--- config.mk ---
export PLATFORM = sky130hd
export DESIGN_NAME = motion_clip_scorer
export DESIGN_NICKNAME = d
export VERILOG_FILES = /design/src/rtl/video_gen_pkg.sv /design/src/rtl/lfsr8.sv /design/src/rtl/motion_clip_scorer.sv
export SDC_FILE = /design/constraint.sdc
export NUM_CORES = 1
export LEC_CHECK = 0
export CORE_UTILIZATION = 52
export CTS_BUF_LIST = sky130_fd_sc_hd__clkbuf_8
export DETAILED_ROUTE_END_ITERATION = 6
export GPL_TIMING_DRIVEN = 0
export MAX_ROUTING_LAYER = met4
export PLACE_DENSITY = 0.69
export SLEW_MARGIN = 5
export SYNTH_ARGS = -nofsm -noshare
export SYNTH_HDL_FRONTEND = slang
export SYNTH_HIERARCHICAL = 1
export SYNTH_SLANG_ARGS = --single-unit
--- constraint.sdc ---
create_clock -name clk -period 6.5 [get_ports clk]
set_input_delay 1.3 -clock clk [delete_from_list [all_inputs] [get_ports clk]]
set_output_delay 1.3 -clock clk [all_outputs]
set_load 0.03 [all_outputs]
--- src/rtl/video_gen_pkg.sv ---
// Shared types and constants for the video-generation engines.
// Holds the scorer state encoding and the Galois LFSR step.
package video_gen_pkg;

  typedef enum logic [2:0] {
    IDLE,
    GEN,
    READY,
    EVAL,
    DONE
  } scorer_state_t;

  localparam logic [7:0] LFSR_POLY = 8'hB8;
  localparam int SCORE_W = 8;

  // Right-shifting Galois step: feedback taps applied when bit 0 falls out
  function automatic logic [7:0] lfsr_next(input logic [7:0] q);
    return {1'b0, q[7:1]} ^ (q[0] ? LFSR_POLY : 8'h00);
  endfunction

endpackage

--- src/rtl/lfsr8.sv ---
// 8-bit Galois LFSR with seed load and single-step advance.
// A zero seed is replaced by 8'h01 so the register never locks up.
module lfsr8
  import video_gen_pkg::*;
(
  input  logic       clk,
  input  logic       rst,
  input  logic       load,
  input  logic [7:0] seed,
  input  logic       step,
  output logic [7:0] q
);

  logic [7:0] q_q;
  logic [7:0] q_d;

  always_comb begin
    q_d = q_q;
    if (load) begin
      q_d = (seed == 8'h00) ? 8'h01 : seed;
    end else if (step) begin
      q_d = lfsr_next(q_q);
    end
  end

  always_ff @(posedge clk or posedge rst) begin
    if (rst) begin
      q_q <= 8'h01;
    end else begin
      q_q <= q_d;
    end
  end

  assign q = q_q;

endmodule

--- src/rtl/motion_clip_scorer.sv ---
// Synthesises a pseudo-random motion clip from a prompt and scores it
// as the mean absolute sample-to-sample step of the clip.
module motion_clip_scorer
  import video_gen_pkg::*;
#(
  parameter int         N_SAMPLES = 16,
  parameter int         SAMPLE_W  = 8,
  parameter logic [7:0] SEED_XOR  = 8'hA5
) (
  input  logic                clk,
  input  logic                rst,
  input  logic                make,
  input  logic                check,
  input  logic [SAMPLE_W-1:0] prmt,
  output logic [SAMPLE_W-1:0] score,
  output logic                score_valid,
  output logic                busy
);

  localparam int IDX_W = $clog2(N_SAMPLES);
  localparam int ACC_W = SAMPLE_W + IDX_W;
  localparam int PROD_W = SAMPLE_W + 8;
  localparam logic [IDX_W-1:0] LAST = IDX_W'(N_SAMPLES - 1);
  localparam logic [IDX_W-1:0] ONE = IDX_W'(1);

  scorer_state_t state_q, state_d;
  logic [IDX_W-1:0] idx_q, idx_d;
  logic [SAMPLE_W-1:0] prmt_q, prmt_d;
  logic [ACC_W-1:0] acc_q, acc_d;
  logic [SAMPLE_W-1:0] score_q, score_d;
  logic score_valid_q, score_valid_d;
  logic busy_q, busy_d;
  logic clip_ok_q, clip_ok_d;
  logic chk_pend_q, chk_pend_d;

  logic [SAMPLE_W-1:0] buf_q [N_SAMPLES];
  logic buf_we;

  logic lfsr_load;
  logic lfsr_step;
  logic [7:0] seed;
  logic [7:0] lfsr_q;

  logic [PROD_W-1:0] prod;
  logic [SAMPLE_W-1:0] sample;
  logic [SAMPLE_W-1:0] cur;
  logic [SAMPLE_W-1:0] prv;
  logic [SAMPLE_W-1:0] diff;

  assign seed = prmt[7:0] ^ SEED_XOR;

  lfsr8 u_lfsr (
    .clk  (clk),
    .rst  (rst),
    .load (lfsr_load),
    .seed (seed),
    .step (lfsr_step),
    .q    (lfsr_q)
  );

  // Upper byte of the 8xSAMPLE_W product scales noise by the prompt
  assign prod = {{SAMPLE_W{1'b0}}, lfsr_q} * {8'h00, prmt_q};
  assign sample = SAMPLE_W'(prod >> 8);

  assign cur = buf_q[idx_q];
  assign prv = buf_q[idx_q - ONE];
  assign diff = (cur >= prv) ? (cur - prv) : (prv - cur);

  always_comb begin
    state_d = state_q;
    idx_d = idx_q;
    prmt_d = prmt_q;
    acc_d = acc_q;
    score_d = score_q;
    score_valid_d = 1'b0;
    clip_ok_d = clip_ok_q;
    chk_pend_d = chk_pend_q;
    buf_we = 1'b0;
    lfsr_load = 1'b0;
    lfsr_step = 1'b0;
    unique case (state_q)
      IDLE, READY: begin
        if (make) begin
          prmt_d = prmt;
          lfsr_load = 1'b1;
          idx_d = '0;
          clip_ok_d = 1'b0;
          state_d = GEN;
          if (check) chk_pend_d = 1'b1;
        end else if (check && clip_ok_q) begin
          acc_d = '0;
          idx_d = ONE;
          chk_pend_d = 1'b0;
          state_d = EVAL;
        end
      end
      GEN: begin
        buf_we = 1'b1;
        lfsr_step = 1'b1;
        idx_d = idx_q + ONE;
        if (check) chk_pend_d = 1'b1;
        if (idx_q == LAST) begin
          clip_ok_d = 1'b1;
          if (chk_pend_q || check) begin
            acc_d = '0;
            idx_d = ONE;
            chk_pend_d = 1'b0;
            state_d = EVAL;
          end else begin
            state_d = READY;
          end
        end
      end
      EVAL: begin
        acc_d = acc_q + {{IDX_W{1'b0}}, diff};
        idx_d = idx_q + ONE;
        if (idx_q == LAST) state_d = DONE;
      end
      DONE: begin
        score_d = acc_q[ACC_W-1:IDX_W];
        score_valid_d = 1'b1;
        state_d = READY;
      end
      default: begin
        state_d = IDLE;
      end
    endcase
    busy_d = (state_d == GEN) || (state_d == EVAL);
  end

  always_ff @(posedge clk or posedge rst) begin
    if (rst) begin
      state_q <= IDLE;
      idx_q <= '0;
      prmt_q <= '0;
      acc_q <= '0;
      score_q <= '0;
      score_valid_q <= 1'b0;
      busy_q <= 1'b0;
      clip_ok_q <= 1'b0;
      chk_pend_q <= 1'b0;
    end else begin
      state_q <= state_d;
      idx_q <= idx_d;
      prmt_q <= prmt_d;
      acc_q <= acc_d;
      score_q <= score_d;
      score_valid_q <= score_valid_d;
      busy_q <= busy_d;
      clip_ok_q <= clip_ok_d;
      chk_pend_q <= chk_pend_d;
    end
  end

  // Clip storage carries no reset; clip_ok gates any use of stale data
  always_ff @(posedge clk) begin
    if (buf_we) buf_q[idx_q] <= sample;
  end

  assign score = score_q;
  assign score_valid = score_valid_q;
  assign busy = busy_q;

endmodule

==> Word-level counts from Yosys, hierarchy flattened <==
Memory sizes are Yosys's and may differ from the RTL's.
Index checks and enable logic that the tools add are counted.
{ "op_classes": {"eq_ne": 13, "bitwise_logic": 2, "mux": 36, "addsub": 5, "mul": 1, "magnitude_cmp": 1, "n_reduce_logical": 14} }
{ "op_table": {"columns": ["cell", "n"], "rows": [
  ["two-way mux 12 bit", 4],
  ["two-way mux 8 bit", 5],
  ["one-hot mux 12 bit (3 select lines)", 1],
  ["multiplier 8 x 8 -> 16 bit", 1],
  ["two-way mux 4 bit", 4],
  ["subtractor 8 bit", 2],
  ["two-way mux 1 bit", 14],
  ["adder 12 x 8 -> 12 bit", 1],
  ["two-way mux 3 bit", 4],
  ["one-hot mux 3 bit (4 select lines)", 1],
  ["one-hot mux 4 bit (3 select lines)", 1],
  ["!= test 2 bit, second input constant", 5],
  ["== test 3 x 2 -> 1 bit, second input constant", 3],
  ["greater-or-equal comparator 8 bit", 1],
  ["zero test 8 bit", 1],
  ["bitwise XOR 7 x 8 -> 8 bit", 1],
  ["== test 3 x 1 -> 1 bit, second input constant", 2],
  ["AND reduction 2 bit", 3],
  ["AND reduction 5 bit", 1],
  ["adder 4 x 1 -> 4 bit, second input constant", 1],
  ["== test 4 bit, second input constant", 1],
  ["inverter 4 bit", 1],
  ["one-hot mux 1 bit (2 select lines)", 2],
  ["nonzero test 2 bit", 2],
  ["9 further kinds", 10]
]} }
{ "totals": {"memories": 1, "reg_bits": 47, "ramBits": 128} }
{ "memory_table": {"columns": ["name", "words", "word_bits", "read_ports", "rd_clocked_by_memory_dff", "write_ports", "line", "rtl"], "rows": [
  ["buf_q", 16, 8, 2, 0, 1, "motion_clip_scorer.sv:36", "logic [SAMPLE_W-1:0] buf_q [N_SAMPLES];"]
]} }

==> Logic depth before layout (Yosys ltp) <==
{ "depth": {"ltp_word": 6, "mapped_depth": 27, "depth_no_buf": 20} }

==> Modules after synthesis <==
Netlist, hierarchy kept.
{ "by_module_without_submodules": {"columns": ["mod", "cells_each", "instances", "area_per_inst_um2"], "rows": [
  ["motion_clip_scorer", 757, 1, 10452.5],
  ["lfsr8", 41, 1, 410.4]
]} }

==> Least setup slack after synthesis <==
Ideal clock, no wire load.
{ "synth_timing": {"kind": "reg2reg", "from": "reg idx_q[1]", "to": "reg acc_q[9]", "setup_ps": 119, "path_stages_with_launch": 24, "setup_slack_ps": 312, "synth_period_minus_slack_ps": 6188, "arrival_time_ps": 6069, "cell_sequence": "dfrtp_1 -> buf_4 -> buf_2 -> buf_1 -> inv_1 -> ha_1 -> clkbuf_1 -> clkbuf_1 -> mux4_2 -> mux4_1 -> ha_1 -> fa_1 -> o21ai_2 -> o221ai_2 -> nand2_2 -> mux2_4 -> a2111oi_0 -> and4b_1 -> ha_1 -> or3_1 -> o21ai_0 -> a2111oi_2 -> xnor2_1 -> nor2_1"} }
{ "synth_via": {"elab_chain_cells": 6, "elab_cells_between_ends": 11, "cone_classes": "add/sub (4); order compare (1); eq/ne (2); mux (2); reduce/logical (1); memory (1)"} }
{ "synth_lines": {"columns": ["element", "line", "rtl"], "rows": [
  ["start: declaration", "motion_clip_scorer.sv:27", "logic [IDX_W-1:0] idx_q, idx_d;"],
  ["start signal: assignment", "motion_clip_scorer.sv:144", "idx_q <= idx_d;"],
  ["subtractor 4 x 1 -> 4 bit", "motion_clip_scorer.sv:66", "assign prv = buf_q[idx_q - ONE];"],
  ["memory read (16 x 8 bit)", null, null],
  ["subtractor 8 bit or greater-or-equal comparator 8 bit (tied branches)", "motion_clip_scorer.sv:67", "assign diff = (cur >= prv) ? (cur - prv) : (prv - cur);"],
  ["two-way mux 8 bit", "motion_clip_scorer.sv:67", null],
  ["adder 12 x 8 -> 12 bit", "motion_clip_scorer.sv:115", "acc_d = acc_q + {{IDX_W{1'b0}}, diff};"],
  ["one-hot mux 12 bit (3 select lines)", "motion_clip_scorer.sv:81", "unique case (state_q)"],
  ["end signal: assignment", "motion_clip_scorer.sv:136", "acc_q <= '0;"],
  ["end signal: assignment", "motion_clip_scorer.sv:146", "acc_q <= acc_d;"],
  ["end: declaration", "motion_clip_scorer.sv:29", "logic [ACC_W-1:0] acc_q, acc_d;"]
]} }
Parallel ways exist; a longest one is shown, timed or not.
A chain may end at the register's enable or synchronous reset.

==> Worst setup path in the final report <==
{ "layout_timing": {"from": "reg idx_q[0]", "to": "reg acc_q[10]"} }
Same word-level chain as after synthesis.

==> out/metrics.cfg <==
[status]
outcome = completed

[placed_design]
dp_hpwl_mm = 17.9
number_of_buffers_inserted_by_port_buffering = 21
gpl.final_weighted_congestion = 0.866

[yosys]
synth_seq_cells = 175
synth.avg_cell_area_um2 = 13.6
netlist_area_mm2 = 0.0109
post_synth_inst_count = 798
synth-edff-count = 128
yosysWarningCount = 6
synth_async_sr_flop_share_pct = 26.9
syn-num-nets = 909
synth.lib_cells_used.distinct = 60
dominantRegCellSynth = sky130_fd_sc_hd__edfxtp_1
ys_seq_area_share_pct = 46.2

[floorplan]
floorplan.die_area_mm2 = 0.0215
rows = 52
floorplan.die.height_um = 147
start_util_pct = 53.3
fp.dieW_um = 147
core_area_mm2 = 0.0204
design.portCount = 22

[clocking]
cts_buffers = 17
tritoncts = built
cts_hold_buf = 0
cts-htree-levels = 4
worst_skew_pair.late_latency_ns = 0.47
numClockSinks = 175
worst_setup_hold_path_clk_slew_ns = 0.10
clock_path_buffers = 2
clockRootBuffer = sky130_fd_sc_hd__clkbuf_8

[sta]
finalWorstPathRequiredPeriod_ns = 6.18
max_slew.worst_pin.slew_ns = 1.20
clock_skew_ns = 0.0178
setup_violations = 0
worst_slew_margin_relative_to_its_limit_pct = 19.9
setup_repair_after_global_routing_missed_its_margin = yes
achievable-frequency_mhz = 162
hold_viol = 0
report.final.slew_viol_count = 0
final_min_period_over_clock_period_pct = 95.1

[setup_path]
worst-endpoint-required_ns = 6.87
rr_endpoint = acc_q[10]
timing.critical_path.to = acc_q[10]
worst_setup_path_end_kind = flop
worst_flop_to_flop_path_startpoint = idx_q[0]
setup.reg_to_reg.worst_slack_ns = 0.32
startpoint_type_of_the_worst_setup_path = flop
worst_ep_arrival_time_ns = 6.55
timing.critical_path.fanout_max = 10
rr_worst_depth = 21
critPathSlowestCell = sky130_fd_sc_hd__mux4_1
timing_worst_setup_path_type = reg2reg
critPathMaxStageDelay_ns = 0.56
timing.critical_path.cells = buf_4 -> buf_4 -> inv_1 -> ha_4 -> clkbuf_4 -> mux4_2 -> mux4_1 -> ha_1 -> fa_1 -> o21ai_2 -> o221ai_2 -> nand2_2 -> mux2_4 -> a2111oi_0 -> and4b_1 -> ha_1 -> or3_1 -> o21ai_1 -> a211oi_1 -> xnor2_1 -> nor2_1
cp-startpoint = idx_q[0]

[grt]
first_global_vias = 7027
antenna_violations_before_repair = 0
grt_max_degree = 40
grt_usage_pct = 24.3
grt_overflow = 0
grt_pass1_wl_mm = 38.4

[worst_hold_path]
holdCritPathClass = reg2reg
holdPathStages = 1

[drt]
detail_route.wl_per_cell_um = 21.2
drt_first_pass_iters = 5
viasPerCell = 6.06
count_of_nets_left_with_antenna_violations_after_detail_routing = 0
detailroute.via_count = 6789
drt_drc_violations_left = 0
drt_wl_total_mm = 23.7
number_of_drc_markers_in_iteration_0 = 634

[cells_and_area]
antenna_cells_inserted = 0
num-fill-cells = 1575
finish.utilization_pct = 58.6
layout_commonest_cell = sky130_fd_sc_hd__edfxtp_1
synthToLayoutAreaGrowth_pct = 9.80
final_net_count = 948
drive_above_1_share_pct = 19.6
most_frequent_cells_in_the_layout = 128 x sky130_fd_sc_hd__edfxtp_1, 84 x sky130_fd_sc_hd__inv_1, 77 x sky130_fd_sc_hd__mux4_2

[run]
max-cap-violations = 0

[logic make-up (layout without fill, tap and decap cells)]
logic type | after synthesis | count (layout) | synth area share [%]
simple gates | 180 | 180 | 8.24
flops | 175 | 175 | 46.2
buf+inv | 117 | 169 | 4.23
mux | 107 | 107 | 19.4
fa+ha+maj | 99 | 99 | 14.0
compound gates | 94 | 94 | 5.78
xor+xnor | 26 | 26 | 2.10
[layout make-up]
| class | count | area (µm²) | area share, % |
|---|---|---|---|
| plain buffers | 28 | 141 | 1.19 |
| multi-input cells | 506 | 5450 | 45.7 |
| well taps | 270 | 338 | 2.83 |
| clock buffers | 17 | 234 | 1.96 |
| repair buffers | 24 | 233 | 1.95 |
| inverters | 85 | 319 | 2.67 |
| flip-flops and latches | 175 | 5020 | 42.1 |
| clock inverters | 15 | 193 | 1.62 |
[critical path: cells and delay by family, from the launching register on]
family	cells	cell delay [ns]
adder cells (fa/ha/maj)	4	1.36
multiplexers	3	1.21
AO/OA/AOI/OAI	5	1.14
buffers and inverters	4	0.93
AND/OR/NAND/NOR	4	0.80
flip-flops	1	0.46
XOR/XNOR	1	0.18
[flip-flops by register name (all words and copies together) (netlist names)]
| name | flops |
|---|---|
| idx_q | 4 |
| score_valid | 1 |
| busy | 1 |
| score | 8 |
| u_lfsr/q | 8 |
| buf_q | 128 |
| chk_pend_q | 1 |
| prmt_q | 8 |
| state_q | 3 |
| clip_ok_q | 1 |
| acc_q | 12 |
[Yosys cell counts (all sizes together), types with 10 or more instances]
cell type,number,area (µm²)
a21oi,16,80.1
and2,32,200
buf,17,83.8
clkbuf,15,56.3
dfrtp,46,1150
edfxtp,128,3840
fa,38,761
ha,61,763
inv,85,319
mux2,17,195
mux2i,10,100
mux4,80,1810
nand2,60,228
nor2,41,154
nor3,13,70.1
o21ai,39,203
xnor2,15,131
xor2,11,96.3
[metrics by stage]
stage	cell area, µm²	TNS, ns	cells	hold WS, ns	setup WS, ns
floorplan	10900	0	798	0.456	0.312
global placement	11400	-7.33	1089	0.472	-1.10
detailed placement	11500	-8.44	1092	0.493	-1.19
CTS	11900	0	1120	0.517	0.0627
global route	11900	-0.0211	1120	0.526	-0.0211
finish	11900	0	1120	0.514	0.316
[per-layer routing]
metal / vias to the layer above / GRT usage, % / part of all wire (%) / wire (µm)
met5: - / - / 0 / 0
met4: 0 / 6.72 / 1.6 / 380
met3: 27 / 4.00 / 5.6 / 1330
met2: 223 / 40.5 / 52 / 12200
met1: 3521 / 31.0 / 41 / 9780
li1: 3018 / - / - / -
[worst min-delay path by stage]
stage | slack (ns) | endpoint | start
finish | 0.51 | acc_q[0] | acc_q[0]
floorplan | 0.46 | acc_q[2] | acc_q[2]
global placement | 0.47 | acc_q[3] | acc_q[3]
CTS | 0.52 | acc_q[0] | acc_q[0]
detailed placement | 0.49 | acc_q[0] | acc_q[0]
global route | 0.53 | acc_q[0] | acc_q[0]
[what timing repair did]
action                                 CTS  global route
setup buffers                            0             0
endpoints found under the hold margin    0             0
resized for setup                       10             7
setup endpoints to repair               11             7
Power is not shown: default switching activity piles up to over one toggle a cycle in this logic, so the estimate is an artifact.
